==> src/rtl/pipe_ctrl_pkg.sv <==
// Shared definitions for the pipeline hazard controller.
package pipe_ctrl_pkg;

  // Controller state encoding
  typedef enum logic {
    RUN     = 1'b0,
    MC_WAIT = 1'b1
  } ctrl_state_e;

  // Hard-wired zero register (x0); writes to it never create a dependency
  localparam int REG_ZERO = 0;

  // Default register-address width
  localparam int REG_W_DEF = 5;

endpackage : pipe_ctrl_pkg

==> src/rtl/pipe_hazard_ctrl_sat_counter.sv <==
// Saturating event counter: counts up on inc, holds at all-ones.
module sat_counter #(
  parameter int CNT_W = 16
) (
  input  logic             clk,
  input  logic             rst_n,
  input  logic             inc,
  output logic [CNT_W-1:0] count
);

  logic [CNT_W-1:0] r_count;

  // Count events, stopping at the maximum value instead of wrapping
  always_ff @(posedge clk or negedge rst_n) begin
    if (!rst_n) begin
      r_count <= '0;
    end else if (inc && (r_count != {CNT_W{1'b1}})) begin
      r_count <= r_count + 1'b1;
    end
  end

  assign count = r_count;

endmodule : sat_counter

==> src/rtl/pipe_hazard_ctrl.sv <==
// Central 5-stage pipeline controller: load-use stalls, branch flushes,
// multicycle EX stalls and saturating stall/flush performance counters.
module pipe_hazard_ctrl
  import pipe_ctrl_pkg::*;
#(
  parameter int REG_W  = REG_W_DEF,
  parameter int MC_LAT = 4,
  parameter int CNT_W  = 16
) (
  input  logic             clk,
  input  logic             rst_n,
  input  logic             id_valid,
  input  logic [REG_W-1:0] id_rs1,
  input  logic [REG_W-1:0] id_rs2,
  input  logic             ex_valid,
  input  logic [REG_W-1:0] ex_rd,
  input  logic             ex_is_load,
  input  logic             ex_branch_taken,
  input  logic             ex_mc_start,
  output logic             pc_en,
  output logic             ifid_en,
  output logic             idex_en,
  output logic             exmem_en,
  output logic             memwb_en,
  output logic             ifid_flush,
  output logic             idex_flush,
  output logic             exmem_flush,
  output logic             mc_busy,
  output logic [CNT_W-1:0] stall_cnt,
  output logic [CNT_W-1:0] flush_cnt
);

  // mc_cnt only ever holds values up to MC_LAT-2
  localparam int MCW = (MC_LAT > 2) ? $clog2(MC_LAT) : 1;
  localparam logic [MCW-1:0]   MC_LOAD = MCW'(MC_LAT - 2);
  localparam logic [REG_W-1:0] RD_ZERO = REG_W'(REG_ZERO);

  ctrl_state_e      r_state;
  ctrl_state_e      w_state_nxt;
  logic [MCW-1:0]   r_mc_cnt;
  logic [MCW-1:0]   w_mc_cnt_nxt;

  logic w_mc_hit;
  logic w_br_hit;
  logic w_lu_hit;

  logic w_pc_en, w_ifid_en, w_idex_en, w_exmem_en, w_memwb_en;
  logic w_ifid_flush, w_idex_flush, w_exmem_flush, w_mc_busy;
  logic w_stall_inc, w_flush_inc;

  // Hazard detection; every EX-side hazard needs a real instruction in EX
  assign w_mc_hit = ex_valid & ex_mc_start;
  assign w_br_hit = ex_valid & ex_branch_taken;
  assign w_lu_hit = ex_valid & ex_is_load & id_valid & (ex_rd != RD_ZERO) &
                    ((ex_rd == id_rs1) | (ex_rd == id_rs2));

  // State and multicycle countdown registers
  always_ff @(posedge clk or negedge rst_n) begin
    if (!rst_n) begin
      r_state  <= RUN;
      r_mc_cnt <= '0;
    end else begin
      r_state  <= w_state_nxt;
      r_mc_cnt <= w_mc_cnt_nxt;
    end
  end

  // Next-state and pipeline controls; multicycle > branch > load-use
  always_comb begin
    w_state_nxt   = r_state;
    w_mc_cnt_nxt  = r_mc_cnt;
    w_pc_en       = 1'b1;
    w_ifid_en     = 1'b1;
    w_idex_en     = 1'b1;
    w_exmem_en    = 1'b1;
    w_memwb_en    = 1'b1;
    w_ifid_flush  = 1'b0;
    w_idex_flush  = 1'b0;
    w_exmem_flush = 1'b0;
    w_mc_busy     = 1'b0;
    w_stall_inc   = 1'b0;
    w_flush_inc   = 1'b0;

    unique case (r_state)
      RUN: begin
        if (w_mc_hit) begin
          // Freeze front end, bubble into MEM, let older work drain
          w_pc_en       = 1'b0;
          w_ifid_en     = 1'b0;
          w_idex_en     = 1'b0;
          w_exmem_flush = 1'b1;
          w_mc_busy     = 1'b1;
          w_stall_inc   = 1'b1;
          w_state_nxt   = MC_WAIT;
          w_mc_cnt_nxt  = MC_LOAD;
        end else if (w_br_hit) begin
          w_ifid_flush = 1'b1;
          w_idex_flush = 1'b1;
          w_flush_inc  = 1'b1;
        end else if (w_lu_hit) begin
          w_pc_en      = 1'b0;
          w_ifid_en    = 1'b0;
          w_idex_flush = 1'b1;
          w_stall_inc  = 1'b1;
        end
      end
      MC_WAIT: begin
        if (r_mc_cnt != '0) begin
          w_pc_en       = 1'b0;
          w_ifid_en     = 1'b0;
          w_idex_en     = 1'b0;
          w_exmem_flush = 1'b1;
          w_mc_busy     = 1'b1;
          w_stall_inc   = 1'b1;
          w_mc_cnt_nxt  = r_mc_cnt - 1'b1;
        end else begin
          // Release cycle: the op is still in EX with mc_start high, so
          // only branch and load-use are considered here
          w_state_nxt = RUN;
          if (w_br_hit) begin
            w_ifid_flush = 1'b1;
            w_idex_flush = 1'b1;
            w_flush_inc  = 1'b1;
          end else if (w_lu_hit) begin
            w_pc_en      = 1'b0;
            w_ifid_en    = 1'b0;
            w_idex_flush = 1'b1;
            w_stall_inc  = 1'b1;
          end
        end
      end
      default: begin
        w_state_nxt  = RUN;
        w_mc_cnt_nxt = '0;
      end
    endcase
  end

  // While reset is held every pipeline register is frozen
  assign pc_en       = rst_n & w_pc_en;
  assign ifid_en     = rst_n & w_ifid_en;
  assign idex_en     = rst_n & w_idex_en;
  assign exmem_en    = rst_n & w_exmem_en;
  assign memwb_en    = rst_n & w_memwb_en;
  assign ifid_flush  = rst_n & w_ifid_flush;
  assign idex_flush  = rst_n & w_idex_flush;
  assign exmem_flush = rst_n & w_exmem_flush;
  assign mc_busy     = rst_n & w_mc_busy;

  sat_counter #(.CNT_W(CNT_W)) u_stall_cnt (
    .clk   (clk),
    .rst_n (rst_n),
    .inc   (w_stall_inc),
    .count (stall_cnt)
  );

  sat_counter #(.CNT_W(CNT_W)) u_flush_cnt (
    .clk   (clk),
    .rst_n (rst_n),
    .inc   (w_flush_inc),
    .count (flush_cnt)
  );

endmodule : pipe_hazard_ctrl
==> config.mk <==
export PLATFORM = sky130hd
export DESIGN_NAME = pipe_hazard_ctrl
export DESIGN_NICKNAME = d
export VERILOG_FILES = /design/src/rtl/pipe_ctrl_pkg.sv /design/src/rtl/pipe_hazard_ctrl_sat_counter.sv /design/src/rtl/pipe_hazard_ctrl.sv
export SDC_FILE = /design/constraint.sdc
export NUM_CORES = 1
export LEC_CHECK = 0
export ABC_AREA = 1
export CAP_MARGIN = 5
export CORE_MARGIN = 2
export CORE_UTILIZATION = 50
export CTS_CLUSTER_SIZE = 14
export DETAILED_ROUTE_END_ITERATION = 7
export PLACE_DENSITY_LB_ADDON = 0.05
export SLEW_MARGIN = 15
export SYNTH_ARGS = -nofsm -noshare
export SYNTH_HDL_FRONTEND = slang
export SYNTH_HIERARCHICAL = 1
export SYNTH_SLANG_ARGS = --single-unit
==> constraint.sdc <==
create_clock -name clk -period 2.2 [get_ports clk]
set_clock_uncertainty 0.05 [all_clocks]
set_input_delay 0.33 -clock clk [delete_from_list [all_inputs] [get_ports clk]]
set_output_delay 0.33 -clock clk [all_outputs]
set_load 0.01 [all_outputs]
After elaboration in Yosys (flattened, before gate mapping)
Cells that the tools add are included.
{ "word_totals": {"ff_bits": 35, "latchBits": 0, "ram_bits": 0, "rom_bits": 0, "output_inout_bits": 41, "word_cells": 58, "memories": 0} }
{ "op_classes": {"n_addsub": 3, "n_mul": 0, "div": 0, "n_lt_le_gt_ge": 0, "n_eq_ne": 6, "n_shift": 0, "n_mux": 27, "n_bitwise": 13, "n_reduce_logical": 5} }
{ "ops": {"columns": ["op", "count"], "rows": [
  ["16-bit by 1-bit adder with 16-bit output (second input constant)", 2],
  ["16-bit != test (second input constant)", 2],
  ["1-bit 2-to-1 mux", 18],
  ["1-bit one-hot mux with 2 select lines", 6],
  ["1-bit bitwise AND", 11],
  ["5-bit equality test", 2],
  ["5-bit nonzero test", 1],
  ["2-bit 2-to-1 mux", 2],
  ["2-bit one-hot mux with 2 select lines", 1],
  ["1-bit logical AND", 2],
  ["2-bit by 1-bit != test with 1-bit output (second input constant)", 1],
  ["2-bit != test (second input constant)", 1],
  ["2-bit AND reduction", 1],
  ["2-bit nonzero test", 1],
  ["2-bit by 1-bit subtractor with 2-bit output (second input constant)", 1],
  ["1-bit NOT", 1],
  ["1-bit OR", 1]
]} }

Depth between registers and ports, before layout
{ "logic_depth": {"depth_word": 9, "ltp_mapped": 16, "depth_no_buf": 16} }

Cells and area by module
Netlist, hierarchy kept.
{ "by_module_without_submodules": {"columns": ["mod", "n_inst", "cells_each", "area_each_um2", "seq_area_each_um2"], "rows": [
  ["sat_counter", 2, 149, 1058.5, 400.4],
  ["pipe_hazard_ctrl", 1, 83, 459.2, 75.1]
]} }

Worst setup path before layout
No wires, ideal clock.
{ "synth_timing": {"path_kind": "flip-flop to flip-flop", "start": "reg r_mc_cnt[1]", "end": "reg u_stall_cnt.r_count[15] (netlist: u_stall_cnt/count[15])", "setup_ns": 0.113, "arrival_ns": 1.518, "required_ns": 2.037, "path_slack_ns": 0.519, "path_stages_with_launch": 15, "path_buffers": 0, "synth_period_minus_slack_ns": 1.681, "path_cell_list": "dfrtp_1 -> inv_1 -> ha_1 -> nor2_2 -> inv_2 -> o21ai_4 -> inv_1 -> nand2_1 -> inv_1 -> nor2_1 -> nand2_1 -> nor2_1 -> nand3_1 -> nand2_1 -> inv_1"} }
{ "synth_via": {"elab_chain_cells": 4} }
{ "synth_rtl": {"columns": ["element", "line_no", "source"], "rows": [
  ["from (decl)", "pipe_hazard_ctrl.sv:40", "logic [MCW-1:0] r_mc_cnt;"],
  ["from (signal assigned)", "pipe_hazard_ctrl.sv:64", "r_mc_cnt <= w_mc_cnt_nxt;"],
  ["2-bit nonzero test", "pipe_hazard_ctrl.sv:108", "if (r_mc_cnt != '0) begin"],
  ["1-bit 2-to-1 mux", "pipe_hazard_ctrl.sv:108", null],
  ["1-bit one-hot mux with 2 select lines", "pipe_hazard_ctrl.sv:84", "unique case (r_state)"],
  ["net w_stall_inc", "pipe_hazard_ctrl.sv:49", "logic w_stall_inc, w_flush_inc;"],
  ["1-bit logical AND", "pipe_hazard_ctrl_sat_counter.sv:17", "end else if (inc && (r_count != {CNT_W{1'b1}})) begin"],
  ["to (signal assigned)", "pipe_hazard_ctrl_sat_counter.sv:18", "r_count <= r_count + 1'b1;"],
  ["to (decl)", "pipe_hazard_ctrl_sat_counter.sv:11", "logic [CNT_W-1:0] r_count;"]
]} }
The timed path passes the listed nets, and every way through them passes these cells.
A chain may end at the register's enable or synchronous reset.

Worst setup path after layout
{ "layout_timing": {"start": "in id_rs2[2]", "end": "out pc_en"} }
{ "layout_via": {"elab_chain_cells": 8, "elab_cells_between_ends": 9, "classes_between": "eq/ne: 1; mux: 5; bitwise: 3"} }
{ "layout_rtl": {"columns": ["element", "line_no", "source"], "rows": [
  ["from (decl)", "pipe_hazard_ctrl.sv:14", "input logic [REG_W-1:0] id_rs2,"],
  ["5-bit equality test (*)", "pipe_hazard_ctrl.sv:55", "((ex_rd == id_rs1) | (ex_rd == id_rs2));"],
  ["1-bit OR (*)", "pipe_hazard_ctrl.sv:55", null],
  ["1-bit bitwise AND (*)", "pipe_hazard_ctrl.sv:54", "assign w_lu_hit = ex_valid & ex_is_load & id_valid & (ex_rd != RD_ZERO) &"],
  ["1-bit 2-to-1 mux (*)", "pipe_hazard_ctrl.sv:100, pipe_hazard_ctrl.sv:124", null],
  ["1-bit 2-to-1 mux (*)", "pipe_hazard_ctrl.sv:96, pipe_hazard_ctrl.sv:120", null],
  ["1-bit 2-to-1 mux (on tied branches)", "pipe_hazard_ctrl.sv:108, pipe_hazard_ctrl.sv:86", null],
  ["1-bit one-hot mux with 2 select lines (*)", "pipe_hazard_ctrl.sv:84", null],
  ["1-bit bitwise AND (*)", "pipe_hazard_ctrl.sv:140", "assign pc_en = rst_n & w_pc_en;"],
  ["to (decl)", "pipe_hazard_ctrl.sv:20", "output logic pc_en,"]
]} }
Mark *: on every way between the ends. The rest lies on a longest branch, timed or not.

==> impl_metrics.py <==
metrics = {
    "setup_path": {
        "endpoint_kind": "primary output",
        "rr_endpoint": "u_stall_cnt/count[15]",
        "startpoint_type": "primary input",
        "cp_max_fo": 2,
        "r2r_slack_ns": 0.37,
        "r2r_start": "r_mc_cnt[0]",
        "crit_arrival_ns": 1.70,
        "worstRegToRegCells": 15,
        "required_ns": 1.82,
        "crit_type": "in2out",
    },
    "synthesis": {
        "synth_flop_cell": "dfrtp_1",
        "syn_area_per_cell_sq_um": 6.76,
        "syn-cell-area_sq_mm": 0.00258,
        "synth_most_common_cell": "nand2_1",
        "postSynthCellCount": 381,
        "ys_seq_elements": 35,
        "yosysWarnings": 6,
        "synth_area_leaders": "dfrtp_1, nand2_1, inv_1, nor2_1, xnor2_1",
        "synth_common_cells": "nand2_1, inv_1, nor2_1, dfrtp_1, nand3_1",
        "synth-async-reset-ratio_pct": 100,
        "yosysTopAreaCellShare_pct": 34.0,
        "ys_seq_area_share_pct": 34.0,
        "synth_edf_count": 0,
        "synth_top_cell_by_area": "dfrtp_1",
        "syn-num-nets": 406,
        "yosysUniqueCellTypes": 23,
    },
    "detailed_routing": {
        "postRouteAntennaNets": 0,
        "finalWirelength_microns": 5920,
        "drt-vias-per-instance": 4.78,
        "drtPass1Iterations": 4,
        "drc": 0,
        "vias": 2495,
        "wl_per_cell_microns": 11.3,
        "drt_iter0_markers": 104,
    },
    "timing": {
        "setup_viol": 0,
        "layout_setup_ws_ns": 0.124,
        "tightest_slew_ns": 0.475,
        "slew_viol_final": 0,
        "slew-limit-headroom_pct": 68.3,
        "finalHoldViolations": 0,
        "period_needed_ns": 2.08,
        "fin_crit_sh_pct": 94.4,
        "rsz0062_at_grt": "true",
        "clock.fmax_ghz": 0.482,
        "fin_setup_tns_ns": 0,
    },
    "finish": {
        "nets": 476,
        "antennaDiodeCount": 0,
        "multi_input_area_sq_mm": 0.00145,
        "fillers": 464,
        "final_util_pct": 68.2,
        "ff_latch_area_sq_um": 876,
        "area_growth_pct": 33.5,
        "final_area_sq_mm": 0.00344,
        "drive_gt1_share_pct": 12.4,
    },
    "power": {
        "powerDensity_mw_per_mm2": 840,
        "p_total_w": 0.00289,
        "leakagePower_nw": 1.64,
        "ir_worst_vdd_mv": 0.664,
    },
    "grt": {
        "grt_pass1_wl_microns": 9690,
        "grt_pass1_vias": 2183,
        "antenna_found_initial": 0,
        "grt_max_degree": 38,
        "grt_use_total_pct": 22.0,
        "overflow": 0,
    },
    "die": {
        "die_w_microns": 75.8,
        "start_util_pct": 51.1,
        "num_rows": 26,
        "io-pin-count": 63,
        "core-area_sq_mm": 0.00504,
        "die-area_sq_mm": 0.00574,
        "die_h_microns": 75.8,
    },
    "place": {
        "post-place-ws_ns": -0.169,
        "dp.final_hpwl_microns": 4500,
        "postPlaceCellArea_sq_mm": 0.00330,
        "portBuffers": 62,
        "place_congestion": 0.838,
    },
    "worst_hold_path": {
        "hold_class": "in2async",
    },
    "cts": {
        "insertion_delay_ns": 0.30,
        "clockBufferDepth": 2,
        "htree_num_levels": 2,
        "cts.sinks": 35,
        "cts_tree": "done",
        "cts_buffers": 5,
        "cts-root-buf": "clkbuf_8",
        "clkTransAtPathRegs_ns": 0.07,
        "post-cts-setup-buffers": 0,
    },
    "outcome": {
        "status": "finished clean",
    },
    "run": {
        "maxCapViolations": 0,
    },
}
routing by layer:
| layer | up-vias | track usage [%] | share of wire [%] |
|---|---|---|---|
| met5 | - | 0 | 0 |
| met4 | 0 | 5.85 | 1.1 |
| met3 | 6 | 4.50 | 5.4 |
| met2 | 57 | 33.5 | 44 |
| met1 | 1119 | 32.0 | 49 |
| li1 | 1313 | - | - |
logic make-up (layout without fill, tap and decap cells):
kind of cell    Yosys count  after routing  synth area share [%]
compound gates           23             23                  5.63
buf+inv                  56            127                  9.91
fa+ha+maj                 3              3                  1.46
xor+xnor                 14             14                  4.76
flops                    35             35                  34.0
simple gates            250            250                  44.2
per-stage QoR:
stage	std cells	hold slack, ns
floorplan	381	-0.0156
global placement	514	0.378
detailed placement	514	0.380
CTS	522	0.0581
global route	522	0.0838
finish	522	0.0309
cells in the final DEF (no fill, tap or decap), types with 2 or more instances in the layout:
| master | instances |
|---|---|
| ha_1 | 3 |
| nand2_2 | 9 |
| nor2_2 | 8 |
| dfrtp_1 | 35 |
| clkbuf_8 | 5 |
| clkdlybuf4s50_1 | 49 |
| nand4_4 | 2 |
| xnor2_1 | 12 |
| nand2_1 | 155 |
| buf_12 | 2 |
| nor2_1 | 37 |
| o21ai_0 | 15 |
| xor2_1 | 2 |
| buf_4 | 7 |
| o21ai_2 | 4 |
| dlygate4sd2_1 | 6 |
| inv_1 | 44 |
| bufinv_16 | 2 |
| nand3_1 | 18 |
| dlymetal6s2s_1 | 5 |
| inv_2 | 4 |
| nand4_1 | 11 |
| nor2_4 | 9 |
critical path, stage by stage:
cell and delay, ns:
clkdlybuf4s50_1 0.48, inv_1 0.04, nand2_1 0.05, nand2_1 0.05, nor2_1 0.11, nand3_1 0.09, nand2_2 0.09, nand3_2 0.07
nand2_1 0.06, inv_1 0.04, dlygate4sd2_1 0.27
worst max-delay path by stage:
stage           startpoint               endpoint  slack, ns  cells after the start
2_1_floorplan  r_mc_cnt[1]  u_stall_cnt/count[15]       0.52                     14
3_3_place_gp      ex_rd[0]             idex_flush      -0.14                     10
3_5_place_dp      ex_rd[2]             idex_flush      -0.17                     10
4_1_cts        r_mc_cnt[0]                idex_en       0.06                      7
5_1_grt          id_rs2[2]                  pc_en      -0.02                     11
6_report         id_rs2[2]                  pc_en       0.12                     11
final cells by class:
type,instances,share of cell area (%)
Inverter,48,5.24
Clock inverter,3,1.97
Tap cell,70,2.55
Multi-Input combinational cell,290,42.0
Sequential cell,35,25.5
Timing Repair Buffer,71,20.7
Clock buffer,5,2.00
where the power goes:
group,leakage (nW),switching (W),total (W),internal [W]
clock,0.0644,0.000252,0.000704,0.000452
sequential,0.447,0.000184,0.000963,0.000779
combinational,1.13,0.000632,0.00122,0.000589
timing repair:
action	in CTS	in global routing
resized for setup	7	6
pin swaps	0	3
endpoints found under the setup margin	6	5
hold buffers	0	0
registers in the layout, indices dropped and copies added (netlist names):
| register | flops |
|---|---|
| u_flush_cnt/count | 16 |
| u_stall_cnt/count | 16 |
| r_mc_cnt | 2 |
| r_state | 1 |
No activity file was read; power rests on OpenSTA's default activity.
